`src/rtl/dice_roll_ctrl.sv`:
```
// dice_roll_ctrl: turns one "roll N dice of S sides" request into N RNG runs,
// reducing each 16-bit RNG result mod S by restoring division and summing the faces.
module dice_roll_ctrl #(
  parameter int NDICE_W = 4,
  parameter int SIDES_W = 8,
  parameter int TIMEOUT = 1024
) (
  input  logic                       clk,
  input  logic                       reset,
  input  logic                       req_i,
  input  logic [NDICE_W-1:0]         num_dice_i,
  input  logic [SIDES_W-1:0]         sides_i,
  output logic                       busy_o,
  output logic                       rng_start_o,
  input  logic [31:0]                rng_result_i,
  input  logic                       rng_done_i,
  output logic [SIDES_W-1:0]         face_o,
  output logic                       face_valid_o,
  output logic [NDICE_W+SIDES_W-1:0] total_o,
  output logic                       done_o,
  output logic                       error_o
);
  localparam int TOTAL_W = NDICE_W + SIDES_W;
  localparam int TMO_W = (TIMEOUT > 1) ? $clog2(TIMEOUT) : 1;
  typedef enum logic [2:0] {IDLE, CHECK, ISSUE, WAIT, REDUCE, ACCUM, FINISH} state_t;
  state_t              state_q, state_d;
  logic [NDICE_W-1:0]  num_q, num_d, left_q, left_d;
  logic [SIDES_W-1:0]  sides_q, sides_d, face_q, face_d;
  logic [15:0]         dvd_q, dvd_d;
  logic [SIDES_W:0]    rem_q, rem_d;
  logic [3:0]          step_q, step_d;
  logic [TMO_W-1:0]    tmo_q, tmo_d;
  logic [TOTAL_W-1:0]  total_q, total_d;
  logic                fv_q, fv_d, err_q, err_d;
  logic [SIDES_W:0]    trial;
  logic [SIDES_W-1:0]  face_nx;
  logic                unused_hi;
  assign unused_hi = ^rng_result_i[31:16];
  // one restoring-division step: shift in the next dividend bit, subtract S if it fits
  assign trial   = {rem_q[SIDES_W-1:0], dvd_q[15]};
  assign face_nx = rem_q[SIDES_W-1:0] + SIDES_W'(1);
  always_comb begin
    state_d = state_q;
    num_d   = num_q;
    left_d  = left_q;
    sides_d = sides_q;
    face_d  = face_q;
    dvd_d   = dvd_q;
    rem_d   = rem_q;
    step_d  = step_q;
    tmo_d   = tmo_q;
    total_d = total_q;
    fv_d    = 1'b0;
    err_d   = err_q;
    case (state_q)
      IDLE: if (req_i) begin
        num_d   = num_dice_i;
        sides_d = sides_i;
        total_d = '0;
        err_d   = 1'b0;
        state_d = CHECK;
      end
      CHECK: begin
        err_d   = (num_q == '0) || (sides_q < SIDES_W'(2));
        left_d  = num_q;
        state_d = err_d ? FINISH : ISSUE;
      end
      ISSUE: begin
        tmo_d   = '0;
        state_d = WAIT;
      end
      WAIT: if (rng_done_i) begin
        dvd_d   = rng_result_i[15:0];
        rem_d   = '0;
        step_d  = '0;
        state_d = REDUCE;
      end else if (tmo_q == TMO_W'(TIMEOUT - 1)) begin
        err_d   = 1'b1;
        state_d = FINISH;
      end else begin
        tmo_d = tmo_q + TMO_W'(1);
      end
      REDUCE: begin
        rem_d   = (trial >= {1'b0, sides_q}) ? trial - {1'b0, sides_q} : trial;
        dvd_d   = {dvd_q[14:0], 1'b0};
        step_d  = step_q + 4'd1;
        state_d = (step_q == 4'd15) ? ACCUM : REDUCE;
      end
      ACCUM: begin
        face_d  = face_nx;
        fv_d    = 1'b1;
        total_d = total_q + {{NDICE_W{1'b0}}, face_nx};
        left_d  = left_q - NDICE_W'(1);
        state_d = (left_q == NDICE_W'(1)) ? FINISH : ISSUE;
      end
      FINISH: state_d = IDLE;
      default: state_d = IDLE;
    endcase
  end
  always_ff @(posedge clk) begin
    if (!reset) begin
      state_q <= IDLE;
      num_q   <= '0;
      left_q  <= '0;
      sides_q <= '0;
      face_q  <= '0;
      dvd_q   <= '0;
      rem_q   <= '0;
      step_q  <= '0;
      tmo_q   <= '0;
      total_q <= '0;
      fv_q    <= 1'b0;
      err_q   <= 1'b0;
    end else begin
      state_q <= state_d;
      num_q   <= num_d;
      left_q  <= left_d;
      sides_q <= sides_d;
      face_q  <= face_d;
      dvd_q   <= dvd_d;
      rem_q   <= rem_d;
      step_q  <= step_d;
      tmo_q   <= tmo_d;
      total_q <= total_d;
      fv_q    <= fv_d;
      err_q   <= err_d;
    end
  end
  // face_valid is registered so it rises together with the new face and total
  assign busy_o       = state_q != IDLE;
  assign rng_start_o  = state_q == ISSUE;
  assign done_o       = state_q == FINISH;
  assign error_o      = done_o && err_q;
  assign face_o       = face_q;
  assign face_valid_o = fv_q;
  assign total_o      = total_q;
endmodule

```
`config.mk`:
```
export PLATFORM = sky130hd
export DESIGN_NAME = dice_roll_ctrl
export DESIGN_NICKNAME = d
export VERILOG_FILES = /design/src/rtl/dice_roll_ctrl.sv
export SDC_FILE = /design/constraint.sdc
export NUM_CORES = 1
export LEC_CHECK = 0
export BUFFER_PORTS_ARGS = -buffer_cell sky130_fd_sc_hd__buf_2
export CORE_UTILIZATION = 50
export CTS_CLUSTER_SIZE = 8
export DETAILED_ROUTE_END_ITERATION = 10
export GPL_TIMING_DRIVEN = 0
export PLACE_DENSITY = 0.77
export REMOVE_ABC_BUFFERS = 1
export SLEW_MARGIN = 20
export SYNTH_ARGS = -nofsm -noshare
export SYNTH_HDL_FRONTEND = slang
export SYNTH_SLANG_ARGS = --single-unit
```
`constraint.sdc`:
```
create_clock -name clk -period 2.6 [get_ports clk]
set_clock_uncertainty 0.05 [all_clocks]
set_input_delay 0.13 -clock clk [delete_from_list [all_inputs] [get_ports clk]]
set_output_delay 0.13 -clock clk [all_outputs]
set_load 0.005 [all_outputs]
```
# [Word level (Yosys, flattened, before mapping)]
# Index checks and enable logic that the tools add are counted.
[totals] out_inout_bits=25 wordCells=76 in_bits=48 ff_bits=79
[op_classes] n_eq_ne=15 reduce_logical=16 order_cmp=2 add_sub_neg=6 mux=25
[op_table] op="16-bit case mux with 2 select lines" n=1
[op_table] op="12-bit case mux with 2 select lines" n=1
[op_table] op="10-bit two-way mux" n=2
[op_table] op="10-bit case mux with 2 select lines" n=1
[op_table] op="3-bit case mux with 6 select lines" n=1
[op_table] op="16-bit two-way mux" n=1
[op_table] op="8-bit two-way mux" n=2
[op_table] op="4-bit case mux with 2 select lines" n=2
[op_table] op="8-bit case mux with 2 select lines" n=1
[op_table] op="3-bit two-way mux" n=5
[op_table] op="12-bit by 8-bit adder with 12-bit output" n=1
[op_table] op="12-bit two-way mux" n=1
[op_table] op="10-bit by 1-bit adder with 10-bit output, second input constant" n=1
[op_table] op="10-bit equality test, second input constant" n=1
[op_table] op="2-bit inequality test, second input constant" n=5
[op_table] op="3-bit equality test, second input constant" n=3
[op_table] op="9-bit by 8-bit >= comparator with 1-bit output" n=1
[op_table] op="8-bit by 1-bit adder with 8-bit output, second input constant" n=1
[op_table] op="8-bit by 2-bit < comparator with 1-bit output, second input constant" n=1
[op_table] op="2-bit AND reduction" n=4
[op_table] op="2-bit nonzero test" n=4
[op_table] op="8-bit subtractor" n=1
[op_table] op="3-bit by 2-bit equality test with 1-bit output, second input constant" n=2
[op_table] op="3-bit nonzero test" n=2
[op_table] op="15 further kinds" n=19

# [Logic depth before layout (Yosys ltp)]
# Gate-level depths: netlist of the first run.
[logic_depth] ltp_word=4 ltp_mapped=11 mapped_depth_nobuf=11

# [Least setup slack after synthesis of the first run]
# No wires, ideal clock.
[synth_timing] path_type="reg-to-reg" start="register rem_q[0]" end="register total_q[11], in the netlist total_o[11]" path_slack_ps=380 n_path_buf=0 stages_incl_launch_ff=10 setup_ps=61 t_required_ps=2489 arrival_ps=2109 synth_period_minus_slack_ps=2220 cell_sequence="dfxtp_1 ha_1 nand3_1 xnor2_1 ha_1 o21a_1 o2111ai_1 nand2_1 a2111oi_0 a41o_1"
[synth_between] elab_chain_cells=3
[synth_rtl] element="start: declaration" line_no="30" rtl="logic [SIDES_W:0] rem_q, rem_d;"
[synth_rtl] element="start signal: assignment" line_no="121" rtl="rem_q <= rem_d;"
[synth_rtl] element="8-bit by 1-bit adder with 8-bit output" line_no="41" rtl="assign face_nx = rem_q[SIDES_W-1:0] + SIDES_W'(1);"
[synth_rtl] element="named net face_nx[4]" line_no="36" rtl="logic [SIDES_W-1:0] face_nx;"
[synth_rtl] element="12-bit by 8-bit adder with 12-bit output" line_no="92" rtl="total_d = total_q + {{NDICE_W{1'b0}}, face_nx};"
[synth_rtl] element="12-bit case mux with 2 select lines" line_no="55" rtl="case (state_q)"
[synth_rtl] element="end signal: assignment" line_no="124" rtl="total_q <= total_d;"
[synth_rtl] element="end: declaration" line_no="33" rtl="logic [TOTAL_W-1:0] total_q, total_d;"
# The timed path passes the listed nets, and every way through them passes these cells.
# A chain may end at the register's enable or synchronous reset.

# [Worst setup path in the final report of the first run]
[layout_timing] start="register rem_q[2]" end="register total_q[7], in the netlist total_o[7]"
# The elaborated chain is that of the path after synthesis.

==> impl_metrics.env, run 1 <==
export IMPL_outcome="completed"
export IMPL_vias=3880
export IMPL_die_h_um=93.7
export IMPL_clockBufferDepth=2
export IMPL_die_w_um=93.7
export IMPL_worst_slew_pin_slew_ns=0.931
export IMPL_end_kind="flip-flop"
export IMPL_multi_input_area_mm2=0.00248
export IMPL_utilization_pct=61.3
export IMPL_syn_area_mm2=0.00420
export IMPL_slew_headroom_pct=37.9
export IMPL_path_class="reg -> reg"
export IMPL_setup_violations=0
export IMPL_initial_core_util_pct=51.4
export IMPL_min_path_type="in -> reg"
export IMPL_crit_path_start_kind="flip-flop"
export IMPL_cts_max_level=3
export IMPL_dpl_cell_area_mm2=0.00451
export IMPL_n_antenna_cell=0
export IMPL_grt_max_degree=56
export IMPL_path_clk_slew_ns=0.09
export IMPL_period_minus_slack_ns=2.48
export IMPL_highest_layer="met4"
export IMPL_boundaryPins=73
export IMPL_wl_um=9680
export IMPL_area_growth_pct=19.1
export IMPL_crit_end="total_o[7]$_SDFFE_PN0P_"
export IMPL_drt_met1_wl_um=4340
export IMPL_route_met2_wl_um=4770
export IMPL_dpl_worst_slack_ns=-0.523
export IMPL_row_count=33
export IMPL_synthCells=529
export IMPL_clk_latency_ns=0.35
export IMPL_crit_required_ns=2.79
export IMPL_dieArea_mm2=0.00878
export IMPL_routedWlPerCell_um=13.7
export IMPL_reg2reg_from="rem_q[2]$_SDFFE_PN0P_"
export IMPL_crit_path_frequent_cell="a21oi_1"
export IMPL_ys_seq_area_share_pct=37.6
export IMPL_final_nets=671
export IMPL_drcViolationCount=0
export IMPL_slew_viol_final=0
export IMPL_fillers=739
export IMPL_numCtsBuffers=9
export IMPL_ys_types=55
export IMPL_synthFlopType="dfxtp_1"
export IMPL_cp_depth=9
export IMPL_power_density_mw_per_mm2=635
export IMPL_grt_pass1_wl_um=16300
export IMPL_grt_pass1_vias=3709
export IMPL_wl_met3_um=410
export IMPL_whs_path_depth=3
export IMPL_global_route_overflow_total=0
export IMPL_path_max_fanout=7
export IMPL_core_area_mm2=0.00818
export IMPL_max_freq_mhz=403
export IMPL_ff2ff_setup_slack_ns=0.12
export IMPL_gp_congestion=0.931
export IMPL_antenna_found_initial=0
export IMPL_worst_path_buf_inv=0
export IMPL_postRouteAntennaNets=0
export IMPL_yosys_warnings=0
export IMPL_cp_startpoint="rem_q[2]$_SDFFE_PN0P_"
export IMPL_r2r_cells=9
export IMPL_drive_gt1_share_pct=15.5
export IMPL_hpwlAfterDp_um=6500
export IMPL_drt_iter0_drc=145
export IMPL_cts_tree="built"
export IMPL_ys_ff_latch=79
export IMPL_numPortBuffers=56
export IMPL_crit_family="compound AO/OA/AOI/OAI gates"
export IMPL_clkSinkCount=79
export IMPL_fin_area_mm2=0.00501
export IMPL_p_leak_nw=2.09
export IMPL_hold_violations=0
export IMPL_slowest_stage="dfxtp_1"
export IMPL_syn_area_per_cell_um2=7.95
export IMPL_maxCapViolations=0
export IMPL_crit_path_max_incr_delay_ns=0.49
export IMPL_grt_use_total_pct=23.3
export IMPL_power_mw=3.18
export IMPL_drt_pass1_iter_count=4
export IMPL_final_seq_area_mm2=0.00159
export IMPL_synthArstFlopShare_pct=0
export IMPL_vdd_drop_max_uv=301
export IMPL_fin_ws_ns=0.121
export IMPL_ctsRootBufferMaster="clkbuf_8"
export IMPL_arrival_ns=2.67
export IMPL_post_route_period_util_pct=95.3
export IMPL_crit_chain="nand3_1 > xnor2_2 > ha_1 > a21oi_1 > o221ai_1 > a21o_1 > a21oi_1 > xor2_1 > o21ai_1"
export IMPL_viasPerCell=5.50
export IMPL_synth_edf_count=0
export IMPL_r2r_end="total_o[7]$_SDFFE_PN0P_"
## flip-flops by register name, indices dropped and copies added, names as in the netlist
| signal | flops |
|---|---|
| state_q | 3 |
| sides_q | 8 |
| num_q | 4 |
| total_o | 12 |
| left_q | 4 |
| face_o | 8 |
| face_valid_o | 1 |
| err_q | 1 |
| dvd_q | 16 |
| step_q | 4 |
| rem_q | 8 |
| tmo_q | 10 |
## cells by family (layout without fill, tap and decap cells)
family	after synthesis	after routing	synth area share [%]
multiplexers	10	10	2.41
XOR/XNOR	24	24	5.00
adder cells (fa/ha/maj)	27	27	8.39
buffers and inverters	47	119	4.52
AO/OA/AOI/OAI	112	112	17.4
flip-flops	79	79	37.6
AND/OR/NAND/NOR	230	230	24.7
## metal layers
layer	track usage, %	vias up
met2	41.2	113
met1	27.6	1764
met3	3.88	17
met5	0	-
met4	10.3	0
li1	-	1986
## timing repair
item	in CTS	in global routing
pin swaps	0	0
buffers inserted	0	0
endpoints found under the hold margin	25	0
hold buffers	25	0
resized for setup	4	9
setup endpoints to repair	26	12
## how the worst min path moves through the flow
stage                             start                       to  slack (ns)
after floorplan              sides_i[0]  sides_q[0]$_SDFFE_PN0P_        0.22
after global placement    num_dice_i[1]    num_q[1]$_SDFFE_PN0P_        0.32
after detailed placement     sides_i[7]  sides_q[7]$_SDFFE_PN0P_        0.33
after CTS                    sides_i[5]  sides_q[5]$_SDFFE_PN0P_       0.007
after global routing         sides_i[5]  sides_q[5]$_SDFFE_PN0P_        0.02
final                        sides_i[5]  sides_q[5]$_SDFFE_PN0P_        0.02
## cells in the final DEF (no fill, tap or decap), drive strengths merged, types with 3 or more instances in the layout
master,netlist,final
a211oi,5,5
a21oi,42,42
a311oi,16,16
and2,6,6
and3,7,7
buf,12,56
clkbuf,13,11
clkinvlp,0,3
dfxtp,79,79
dlygate4sd3,0,25
ha,25,25
inv,22,22
mux2i,9,9
nand2,91,91
nand2b,5,5
nand3,20,20
nand4,9,9
nor2,63,63
nor2b,5,5
nor3,14,14
nor4,3,3
o21a,3,3
o21ai,23,23
o31ai,3,3
xnor2,11,11
xor2,13,13
## cell type report
type / count / area share [%]
inverters: 22 / 1.65
multi-input cells: 403 / 49.5
clock buffers: 11 / 2.82
clock inverters: 5 / 1.15
flip-flops and latches: 79 / 31.7
well taps: 105 / 2.62
repair buffers: 81 / 10.6
## cell usage after synthesis (5+ instances only)
library cell,number,area [µm²]
xnor2_1,11,96.3
a211oi_1,5,37.5
inv_1,19,71.3
ha_1,25,313
nand2b_1,5,31.3
nand2_1,90,338
a21oi_1,41,205
nor2_1,63,236
nand3_1,19,95.1
o21ai_0,8,40.0
nor2b_1,5,31.3
a311oi_1,16,140
clkbuf_1,13,48.8
and2_1,6,37.5
nor3_1,14,70.1
xor2_1,13,114
mux2i_1,9,90.1
and3_1,6,37.5
dfxtp_1,79,1580
o21ai_1,15,75.1
buf_2,11,55.1
nand4_1,9,56.3
## power breakdown
part	total, mW	leakage (nW)	internal (mW)	switching, mW
logic	0.840	1.36	0.346	0.494
registers	1.42	0.642	1.31	0.105
clock network	0.923	0.0916	0.468	0.454
total	3.18	2.09	2.13	1.05
## stage by stage
| stage | hold slack [ns] | TNS (ns) | instances |
|---|---|---|---|
| after CTS | 0.00663 | 0 | 706 |
| after global routing | 0.0217 | -0.0507 | 706 |
| after detailed placement | 0.327 | -5.62 | 665 |
| after global placement | 0.322 | -4.74 | 665 |
| after floorplan | 0.216 | 0 | 504 |
| final | 0.0153 | 0 | 706 |
## tightest hold or removal path: stages
cell and delay [ns]:
buf_2 0.09, nand2_1 0.08, a21oi_1 0.06
(Power assumes the default switching activity.)
==> inputs of run 2 (changes only) <==
==> constraint.sdc (replaced) <==
create_clock -name clk -period 2.3 [get_ports clk]
set_clock_uncertainty 0.05 [all_clocks]
set_input_delay 0.115 -clock clk [delete_from_list [all_inputs] [get_ports clk]]
set_output_delay 0.115 -clock clk [all_outputs]
set_load 0.005 [all_outputs]
==> run 2 against run 1 <==
Net effect:
- core utilization is 4.2 points higher
- global-route usage is 0.69 points higher
- die area stayed put
- critical endpoint is now total_o[10]$_SDFFE_PN0P_
- largest cell class unchanged
==> impl_metrics.env, run 2 (synthesized netlist as in run 1, its figures left out) <==
export IMPL_cts_max_level=3
export IMPL_die_h_um=93.7
export IMPL_worst_slew_pin_slew_ns=0.960
export IMPL_clk_latency_ns=0.35
export IMPL_path_clk_slew_ns=0.09
export IMPL_numCtsBuffers=9
export IMPL_ff2ff_setup_slack_ns=0.01
export IMPL_grt_pass1_vias=3721
export IMPL_cp_startpoint="rem_q[0]$_SDFFE_PN0P_"
export IMPL_largest_reg_flops=16
export IMPL_initial_core_util_pct=51.4
export IMPL_slew_headroom_pct=35.9
export IMPL_post_route_period_util_pct=99.5
export IMPL_r2r_cells=10
export IMPL_r2r_end="total_o[10]$_SDFFE_PN0P_"
export IMPL_core_area_mm2=0.00818
export IMPL_rsz0062_at_grt="yes"
export IMPL_gp_congestion=0.931
export IMPL_vias=4024
export IMPL_hold_violations=0
export IMPL_mostFrequentLayoutCells="86 x nand2_1, 73 x dfxtp_1, 59 x nor2_1"
export IMPL_crit_end="total_o[10]$_SDFFE_PN0P_"
export IMPL_end_kind="flip-flop"
export IMPL_place_inst=665
export IMPL_clkSinkCount=79
export IMPL_antenna_found_initial=0
export IMPL_path_max_fanout=7
export IMPL_hold_ws_ns=0.0219
export IMPL_crit_family="compound AO/OA/AOI/OAI gates"
export IMPL_cts_tree="built"
export IMPL_crit_path_max_incr_delay_ns=0.41
export IMPL_outcome="completed"
export IMPL_period_minus_slack_ns=2.29
export IMPL_n_antenna_cell=0
export IMPL_numPortBuffers=56
export IMPL_instances_no_fill=723
export IMPL_viasPerCell=5.57
export IMPL_max_freq_mhz=437
export IMPL_power_density_mw_per_mm2=684
export IMPL_hpwlAfterDp_um=6500
export IMPL_min_path_type="in -> reg"
export IMPL_drt_iter0_drc=152
export IMPL_slowest_stage="dfxtp_4"
export IMPL_largest_register="dvd_q"
export IMPL_arrival_ns=2.46
export IMPL_drt_pass1_iter_count=4
export IMPL_crit_path_start_kind="flip-flop"
export IMPL_dieArea_mm2=0.00878
export IMPL_vdd_drop_max_uv=343
export IMPL_final_nets=688
export IMPL_path_class="reg -> reg"
export IMPL_postRouteAntennaNets=0
export IMPL_boundaryPins=73
export IMPL_routedWlPerCell_um=14.2
export IMPL_die_w_um=93.7
export IMPL_area_growth_pct=27.4
export IMPL_maxCapViolations=0
export IMPL_crit_path_frequent_cell="nand4_1"
export IMPL_crit_chain="and3_4 > nand3_4 > xnor2_4 > ha_2 > o21ai_1 > a31oi_2 > o41a_1 > nand4_1 > nand4_1 > o31ai_1"
export IMPL_drcViolationCount=0
export IMPL_global_route_overflow_total=0
export IMPL_row_count=33
export IMPL_cp_depth=10
export IMPL_grt_use_total_pct=24.0
export IMPL_p_leak_nw=2.17
export IMPL_grt_max_degree=56
export IMPL_worst_path_buf_inv=0
export IMPL_wl_um=10300
export IMPL_layout_commonest_cell="nand2_1"
export IMPL_utilization_pct=65.5
export IMPL_setup_violations=0
export IMPL_grt_pass1_wl_um=16700
export IMPL_fillers=680
export IMPL_reg2reg_from="rem_q[0]$_SDFFE_PN0P_"
export IMPL_ctsRootBufferMaster="clkbuf_8"
export IMPL_clockBufferDepth=2
export IMPL_slew_viol_final=0
export IMPL_crit_required_ns=2.47
export IMPL_drive_gt1_share_pct=22.5
run 2: changes by cell type in the layout (fill, tap and decap cells not counted), moves of 4 or more:
cell / delta
nor2_2: +4
ha_4: +5
buf_4: +15
nor2_1: -4
ha_1: -8
nand3_1: -4
run 2: final cells by class:
class / instances / area (µm²) / share of cell area [%]
timing repair buffer: 98 / 663 / 12.4
inverter: 22 / 82.6 / 1.54
sequential: 79 / 1600 / 29.9
clock inverter: 5 / 57.6 / 1.07
tap: 105 / 131 / 2.45
multi-input combinational: 403 / 2680 / 50.0
clock buffer: 11 / 141 / 2.64
run 2: worst min-delay path by stage:
stage / startpoint / endpoint / cells past startpoint
2_1_floorplan: sides_i[0] / sides_q[0]$_SDFFE_PN0P_ / 2
3_3_place_gp: num_dice_i[1] / num_q[1]$_SDFFE_PN0P_ / 3
3_5_place_dp: sides_i[7] / sides_q[7]$_SDFFE_PN0P_ / 3
4_1_cts: rng_result_i[0] / dvd_q[0]$_SDFFE_PN0P_ / 3
5_1_grt: rng_result_i[0] / dvd_q[0]$_SDFFE_PN0P_ / 3
6_report: rng_result_i[0] / dvd_q[0]$_SDFFE_PN0P_ / 3
run 2: tightest hold or removal path, stage by stage:
cell and delay, ns:
buf_2 0.08, mux2i_1 0.05, nor3_1 0.13
run 2: per-stage QoR:
stage / total power, mW / TNS, ns / instance area (µm²) / worst slack, ns
global route: 3.89 / -0.168 / 5360 / -0.0938
detailed placement: 2.53 / -14.18 / 4510 / -0.823
CTS: 3.62 / 0 / 5100 / 0.0101
finish: 3.66 / 0 / 5360 / 0.0104
floorplan: 2.29 / -0.144 / 4100 / -0.0827
global placement: 2.50 / -12.83 / 4510 / -0.814
run 2: power breakdown:
group | total, mW | internal (mW) | leakage (nW) | switching (mW)
Sequential | 1.60 | 1.48 | 0.645 | 0.122
Combinational | 1.01 | 0.425 | 1.43 | 0.587
Clock | 1.05 | 0.529 | 0.0916 | 0.517
run 2: repair_timing:
item                                   CTS  global route
pin swaps                                3             9
setup endpoints to repair               30            16
hold buffers                            27             0
endpoints found under the hold margin   27             0
resized for setup                       25            31
buffers inserted                         5            10
run 2: layer usage:
metal	up-vias	wire length, µm	GRT usage [%]
li1	2015	-	-
met2	126	5050	42.3
met4	0	213	10.0
met1	1862	4550	28.6
met5	-	0	0
met3	21	482	4.13
